==> src/rtl/turbo_len_ctrl.sv <==
// Frame-length / lane-enable generator for the turbo interleaver: maps link_id to a block
// length and walks the frame LANES bits per beat, emitting lane mask, beat index and strobe.
module turbo_len_ctrl #(
  parameter int unsigned LANES    = 16,
  parameter int unsigned ID_W     = 6,
  parameter int unsigned LEN_W    = 13,
  parameter int unsigned JUMP_W   = 16,
  parameter int unsigned BASE_LEN = 40,
  parameter int unsigned LEN_STEP = 64
) (
  input  logic              clk_i,
  input  logic              n_rst_i,
  input  logic              request_i,
  input  logic              abort_i,
  input  logic              mode_i,
  input  logic [ID_W-1:0]   link_id_i,
  input  logic              din_vld_i,
  output logic [LANES-1:0]  enable_o,
  output logic [JUMP_W-1:0] id_jump_o,
  output logic              wen_o,
  output logic              busy_o,
  output logic              done_o,
  output logic [LEN_W-1:0]  m_len_o
);

  localparam int unsigned LaneW = $clog2(LANES);

  typedef enum logic [1:0] {StIdle, StLoad, StRun, StDone} state_e;

  state_e              state_q, state_d;
  logic                mode_q, mode_d;
  logic [ID_W-1:0]     link_q, link_d;
  logic [LEN_W-1:0]    m_len_q, m_len_d;
  logic [JUMP_W-1:0]   last_idx_q, last_idx_d;
  logic [LANES-1:0]    last_en_q, last_en_d;
  logic [JUMP_W-1:0]   beat_q, beat_d;
  logic [LANES-1:0]    enable_q, enable_d;
  logic [JUMP_W-1:0]   id_jump_q, id_jump_d;
  logic                wen_q, wen_d;
  logic                busy_q, busy_d;
  logic                done_q, done_d;

  logic [LEN_W-1:0]    len_calc;
  logic [LaneW-1:0]    rem;
  logic [LEN_W-1:0]    beats_floor;
  logic [LANES-1:0]    tail_mask;
  logic                adv;
  logic                is_last;

  assign len_calc    = LEN_W'(BASE_LEN) + LEN_W'(link_q) * LEN_W'(LEN_STEP);
  assign rem         = len_calc[LaneW-1:0];
  assign beats_floor = len_calc >> LaneW;
  assign tail_mask   = (LANES'(1) << rem) - LANES'(1);
  assign adv         = mode_q | din_vld_i;
  assign is_last     = (beat_q == last_idx_q);

  always_comb begin
    state_d    = state_q;
    mode_d     = mode_q;
    link_d     = link_q;
    m_len_d    = m_len_q;
    last_idx_d = last_idx_q;
    last_en_d  = last_en_q;
    beat_d     = beat_q;
    enable_d   = enable_q;
    id_jump_d  = id_jump_q;
    wen_d      = 1'b0;
    busy_d     = busy_q;
    done_d     = 1'b0;

    case (state_q)
      StIdle: begin
        if (request_i) begin
          link_d  = link_id_i;
          mode_d  = mode_i;
          busy_d  = 1'b1;
          state_d = StLoad;
        end
      end
      StLoad: begin
        m_len_d = len_calc;
        // Index of the final beat: ceil(len/LANES)-1.
        last_idx_d = JUMP_W'(beats_floor) - ((rem == '0) ? JUMP_W'(1) : '0);
        last_en_d  = (rem == '0) ? '1 : tail_mask;
        beat_d     = '0;
        state_d    = StRun;
      end
      StRun: begin
        if (adv) begin
          wen_d     = 1'b1;
          id_jump_d = beat_q;
          enable_d  = is_last ? last_en_q : '1;
          beat_d    = beat_q + JUMP_W'(1);
          if (is_last) begin
            done_d  = 1'b1;
            state_d = StDone;
          end
        end
      end
      StDone: begin
        busy_d  = 1'b0;
        state_d = StIdle;
      end
      default: state_d = StIdle;
    endcase

    // Abort wins over everything except in idle, where it is a no-op.
    if (abort_i && (state_q != StIdle)) begin
      state_d   = StIdle;
      m_len_d   = m_len_q;
      wen_d     = 1'b0;
      busy_d    = 1'b0;
      done_d    = 1'b0;
      enable_d  = '0;
      id_jump_d = '0;
      beat_d    = '0;
    end
  end

  always_ff @(posedge clk_i or negedge n_rst_i) begin
    if (!n_rst_i) begin
      state_q    <= StIdle;
      mode_q     <= 1'b0;
      link_q     <= '0;
      m_len_q    <= '0;
      last_idx_q <= '0;
      last_en_q  <= '0;
      beat_q     <= '0;
      enable_q   <= '0;
      id_jump_q  <= '0;
      wen_q      <= 1'b0;
      busy_q     <= 1'b0;
      done_q     <= 1'b0;
    end else begin
      state_q    <= state_d;
      mode_q     <= mode_d;
      link_q     <= link_d;
      m_len_q    <= m_len_d;
      last_idx_q <= last_idx_d;
      last_en_q  <= last_en_d;
      beat_q     <= beat_d;
      enable_q   <= enable_d;
      id_jump_q  <= id_jump_d;
      wen_q      <= wen_d;
      busy_q     <= busy_d;
      done_q     <= done_d;
    end
  end

  assign enable_o  = enable_q;
  assign id_jump_o = id_jump_q;
  assign wen_o     = wen_q;
  assign busy_o    = busy_q;
  assign done_o    = done_q;
  assign m_len_o   = m_len_q;

endmodule

==> config.mk <==
export PLATFORM = sky130hd
export DESIGN_NAME = turbo_len_ctrl
export DESIGN_NICKNAME = d
export VERILOG_FILES = /design/src/rtl/turbo_len_ctrl.sv
export SDC_FILE = /design/constraint.sdc
export NUM_CORES = 1
export LEC_CHECK = 0
export ABC_AREA = 0
export ABC_CLOCK_PERIOD_IN_PS = 2000
export BUFFER_PORTS_ARGS = -buffer_cell sky130_fd_sc_hd__buf_4
export CELL_PAD_IN_SITES_DETAIL_PLACEMENT = 0
export CELL_PAD_IN_SITES_GLOBAL_PLACEMENT = 1
export CORE_UTILIZATION = 38
export CTS_CLUSTER_SIZE = 40
export DETAILED_ROUTE_END_ITERATION = 16
export PLACE_DENSITY_LB_ADDON = 0.3
export SLEW_MARGIN = 15
export SYNTH_ARGS = -nofsm -noshare
export SYNTH_HDL_FRONTEND = slang
export SYNTH_SLANG_ARGS = --single-unit
==> constraint.sdc <==
create_clock -name clk_i -period 2 [get_ports clk_i]
set_input_delay 0 -clock clk_i [delete_from_list [all_inputs] [get_ports clk_i]]
set_output_delay 0 -clock clk_i [all_outputs]
set_load 0.05 [all_outputs]
# After elaboration in Yosys (flattened, before gate mapping)

Cells that the tools add are included.

Register bits: 105
Word-level logic and storage cells: 67

Add/sub/neg operators: 4
Equality and inequality tests: 7
Shift-type cells: 1
Muxes and demuxes: 27
Bitwise operators: 2
Reductions and logical operators: 14

Operators with widths:

| cell                                                                  | count |
|---|---|
| 16-bit 2-to-1 mux                                                     | 10 |
| 16-bit one-hot mux with 2 select lines                                | 1 |
| 16-bit by 1-bit adder with 16-bit output (second input constant)      | 1 |
| 16-bit == test                                                        | 1 |
| 1-bit by 4-bit << shifter with 16-bit output (first input constant)   | 1 |
| 16-bit by 2-bit subtractor with 16-bit output (second input constant) | 1 |
| 6-bit by 12-bit adder with 13-bit output (first input constant)       | 1 |
| 1-bit 2-to-1 mux                                                      | 10 |
| 2-bit AND reduction                                                   | 5 |
| 9-bit by 1-bit subtractor with 10-bit output                          | 1 |
| 3-bit inequality test (second input constant)                         | 3 |
| 2-bit 2-to-1 mux                                                      | 4 |
| 2-bit one-hot mux with 4 select lines                                 | 1 |
| 2-bit nonzero test                                                    | 3 |
| 3-bit nonzero test                                                    | 2 |
| 2-bit == test (second input constant)                                 | 2 |
| 4-bit logical NOT                                                     | 1 |
| 3-bit AND reduction                                                   | 1 |
| 2-bit by 1-bit == test with 1-bit output (second input constant)      | 1 |
| 2-bit logical NOT                                                     | 1 |
| 1-bit one-hot mux with 2 select lines                                 | 1 |
| 1-bit logical AND                                                     | 1 |
| 1-bit inverter                                                        | 1 |
| 1-bit OR                                                              | 1 |

# Logic depth before layout (Yosys ltp)

Depth after elaboration: 5
Mapped depth: 7
Mapped depth without buffers: 6

# Least setup slack after synthesis

No wires, ideal clock.

Path kind: reg-to-reg
From: register state_q[0]
To: register state_q[1]
Arrival time: 1.832 ns
Data required time: 1.877 ns
Slack: 0.045 ns
Cell stages (with the launch flop): 8
Path buffers: 1
Cells stage by stage: dfrtp_1 inv_1 ha_1 or2b_2 buf_2 a32oi_1 nand4_1 o2bb2ai_1

Longest elaborated chain between the ends: 4

Ends and longest elaborated chain:

| what                                   | line | RTL |
|---|---|---|
| from (decl)                            | 30   | `state_e state_q, state_d;` |
| from (signal assigned)                 | 122  | `state_q <= StIdle;` |
| from (signal assigned)                 | 135  | `state_q <= state_d;` |
| 2-bit nonzero test                     | 108  | `if (abort_i && (state_q != StIdle)) begin` |
| 1-bit logical AND                      | 108  |  |
| 3-bit inequality test (no source line) | n/a  |  |
| 3-bit AND reduction (no source line)   | n/a  |  |

Parallel ways exist; a longest one is shown, timed or not.
A chain may end at the register's enable or synchronous reset.

# Worst setup path in the final report

From: register state_q[1]
To: register beat_q[14]

Longest elaborated chain between the ends: 4

Ends and longest elaborated chain:

| what                                                                         | line | RTL |
|---|---|---|
| 2-bit nonzero test                                                           | 108  |  |
| 1-bit logical AND                                                            | 108  |  |
| 3-bit inequality test (no source line) or 3-bit nonzero test (tied branches) | n/a  |  |
| 2-bit AND reduction (no source line)                                         | n/a  |  |
| to (signal assigned)                                                         | 141  | `beat_q <= beat_d;` |
| to (decl)                                                                    | 36   | `logic [JUMP_W-1:0] beat_q, beat_d;` |

Parallel ways exist; a longest one is shown, timed or not.

==> flow_summary.toml <==
[critical_path]
rr_worst_depth = 7
crit_type = "flop to flop"
crit_arrival_ns = 2.13
cp.required_ns = 2.26
r2r-end = "beat_q[14]$_DFFE_PN0P_"
end_kind = "flop"
startpoint_type = "flop"
r2r-start = "state_q[1]$_DFFE_PN0P_"
crit_path_max_fanout = 9
reg2reg_slack_ns = 0.14

[yosys]
synth.most_common_cell = "dfrtp_1"
synth_commonest_cells = "dfrtp_1, nand2_1, o21ai_0"
synth_area_mm2 = 0.00311
syn-instance-count = 308
syn_avg_cell_area_um2 = 10.1
yosysSeqAreaShare = 0.483
synth.largest_area_cell = "dfrtp_1"
synth_top_area_share = 0.483
ys_ff_latch = 60
synth_edf_count = 0
ys_async_sr_fraction = 1.00
synth_area_leaders = "dfrtp_1, mux2_2, nand2_1, buf_4, o21ai_0"
synth_ff_type = "dfrtp_1"
synth_warnings = 0
synth.distinct_cells = 52

[sta]
worst_hold_slack_ns = 0.0160
finalClockSkew_ns = 0.0105
fin_crit_sh = 0.932
rsz0062_at_grt = "no"
timing.fmax_mhz = 536
fin_tns_setup_ns = 0
setup_viol_count_final = 0
slew_violations = 0
slew_headroom = 0.507
finalHoldViolCount = 0
period_minus_slack_ns = 1.86
worstMarginPinSlew_ns = 0.740

[cts]
htreeDepth = 3
cts_setup_buffers = 0
clkLatencyLatePin_ns = 0.35
cts.clk_slew.worst_paths_ns = 0.07
cts_tree = "built"
cts-buffers-inserted = 9
cts-root-buf = "clkbuf_8"
cts_max_path_buffers = 2
clock-sinks = 60

[min_path]
hp-class = "primary input to flop"
min_to = "busy_o$_DFFE_PN0P_"
min_path_cells = 3
hold_path_startpoint = "abort_i"

[place]
dp_hpwl_mm = 5.32
place.gp.congestion = 0.919
io_buffers = 54
dp_cells = 458

[global_routing]
grt_max_degree = 61
gr-max-usage-layer = "met2"
use_met2 = 0.287
met1_usage = 0.237
track_usage = 0.185
grt_pass1_wl_mm = 12.1
grt_pass1_vias = 2467
antenna_found_initial = 0
grt_use_met3 = 0.0509
grt_overflow = 0

[routing]
wirelength_mm = 7.28
drt_first_iter_violations = 141
avgViaCountPerCell = 5.21
first_pass_iters = 4
antenna_left = 0
route.detailed.drc = 0
vias = 2517
wire_per_inst_um = 15.1

[finish]
instances_no_fill = 483
fin_nets = 394
drive_gt1_frac = 0.325
diodes = 0
area_growth_pct = 25.5
nFillCells = 732

[status]
status = "finished, final reports clean"

[power]
power_mw = 5.62
vdd_drop_max_v = 0.00103
power_density_mw_per_mm2 = 1440
p_leak_nw = 1.77

[floorplan]
die_w_um = 92.5
die_h_um = 92.5
io_pins = 60
core.rowCount = 32
dieArea_mm2 = 0.00855
start_util = 0.398
core_mm2 = 0.00781

[run]
drv_cap = 0
## worst max-delay path by stage
| stage | slack [ns] | endpoint | depth (start not counted) | start |
|---|---|---|---|---|
| 2_1_floorplan | 0.04 | state_q[1]$_DFFE_PN0P_ | 7 | state_q[0]$_DFFE_PN0P_ |
| 3_3_place_gp | 0.21 | beat_q[0]$_DFFE_PN0P_ | 6 | state_q[0]$_DFFE_PN0P_ |
| 3_5_place_dp | 0.14 | beat_q[8]$_DFFE_PN0P_ | 7 | state_q[0]$_DFFE_PN0P_ |
| 4_1_cts | 0.13 | beat_q[8]$_DFFE_PN0P_ | 7 | state_q[0]$_DFFE_PN0P_ |
| 5_1_grt | 0.03 | beat_q[15]$_DFFE_PN0P_ | 7 | state_q[1]$_DFFE_PN0P_ |
| 6_report | 0.14 | beat_q[14]$_DFFE_PN0P_ | 7 | state_q[1]$_DFFE_PN0P_ |
## flip-flops by register name, indices dropped and copies added, names as in the netlist
signal / count
beat_q: 16
busy_o: 1
done_o: 1
enable_o: 2
id_jump_o: 16
last_idx_q: 7
link_q: 6
m_len_o: 7
mode_q: 1
state_q: 2
wen_o: 1
## logic make-up after synthesis
logic type / share of synthesized area
adders and majority gates: 0.0241
xor gates and xnor gates: 0.0197
muxes: 0.0792
buffers and inverters: 0.0865
DFF: 0.483
and+or+nand+nor: 0.169
AOI/OAI and AO/OA: 0.138
other: 0.00121
## routing by layer
metal  vias to the layer above  routed length, µm
met1                      1210               3260
met3                        13                474
met4                         0                148
met5                         -                  0
met2                        87               3400
li1                       1207                  -
## through the flow
stage	util	instance area (µm²)	setup slack (ns)
after floorplan	-	3130	0.0448
after global placement	0.465	3630	0.215
after detailed placement	0.465	3630	0.143
after CTS	0.500	3900	0.127
after global routing	0.500	3910	0.0281
final	0.500	3910	0.135
## cell usage in the layout, fill, tap and decap left out, types with 9 or more instances in the layout
cell type      netlist  routed
clkbuf_8             0       9
o21ai_0             23      23
nor2_1              12      12
o31ai_1              9       9
dlygate4sd3_1        0       9
mux2_2              21      21
nand2_1             46      46
buf_4               21      79
dfrtp_1             60      60
## critical path, stage by stage, from the launching register on
cell and delay (ns):
dfrtp_1 0.38, inv_1 0.12, ha_1 0.18, or2b_2 0.21, o211ai_1 0.12, buf_4 0.19
or4_1 0.49, o211ai_1 0.10
## where the power goes
part	switching, mW	internal (mW)
clock network	0.480	0.574
logic	1.80	1.04
registers	0.237	1.50
## area by class of cell
cell class                 count  area, µm²  share of cell area
tap                          102        128              0.0327
clock inverter                 4       50.0              0.0128
clock buffer                  12        135              0.0346
multi-input combinational    208       1360               0.348
timing repair buffer          89        703               0.180
inverter                       8       30.0             0.00769
sequential                    60       1500               0.384
## timing repair
| item | 4_1_cts | 5_1_grt |
|---|---|---|
| endpoints found under the hold margin | 68 | 0 |
| setup endpoints to repair | 0 | 2 |
| gates resized for setup | 0 | 1 |
| hold buffers | 9 | 0 |
(Power assumes the default switching activity.)
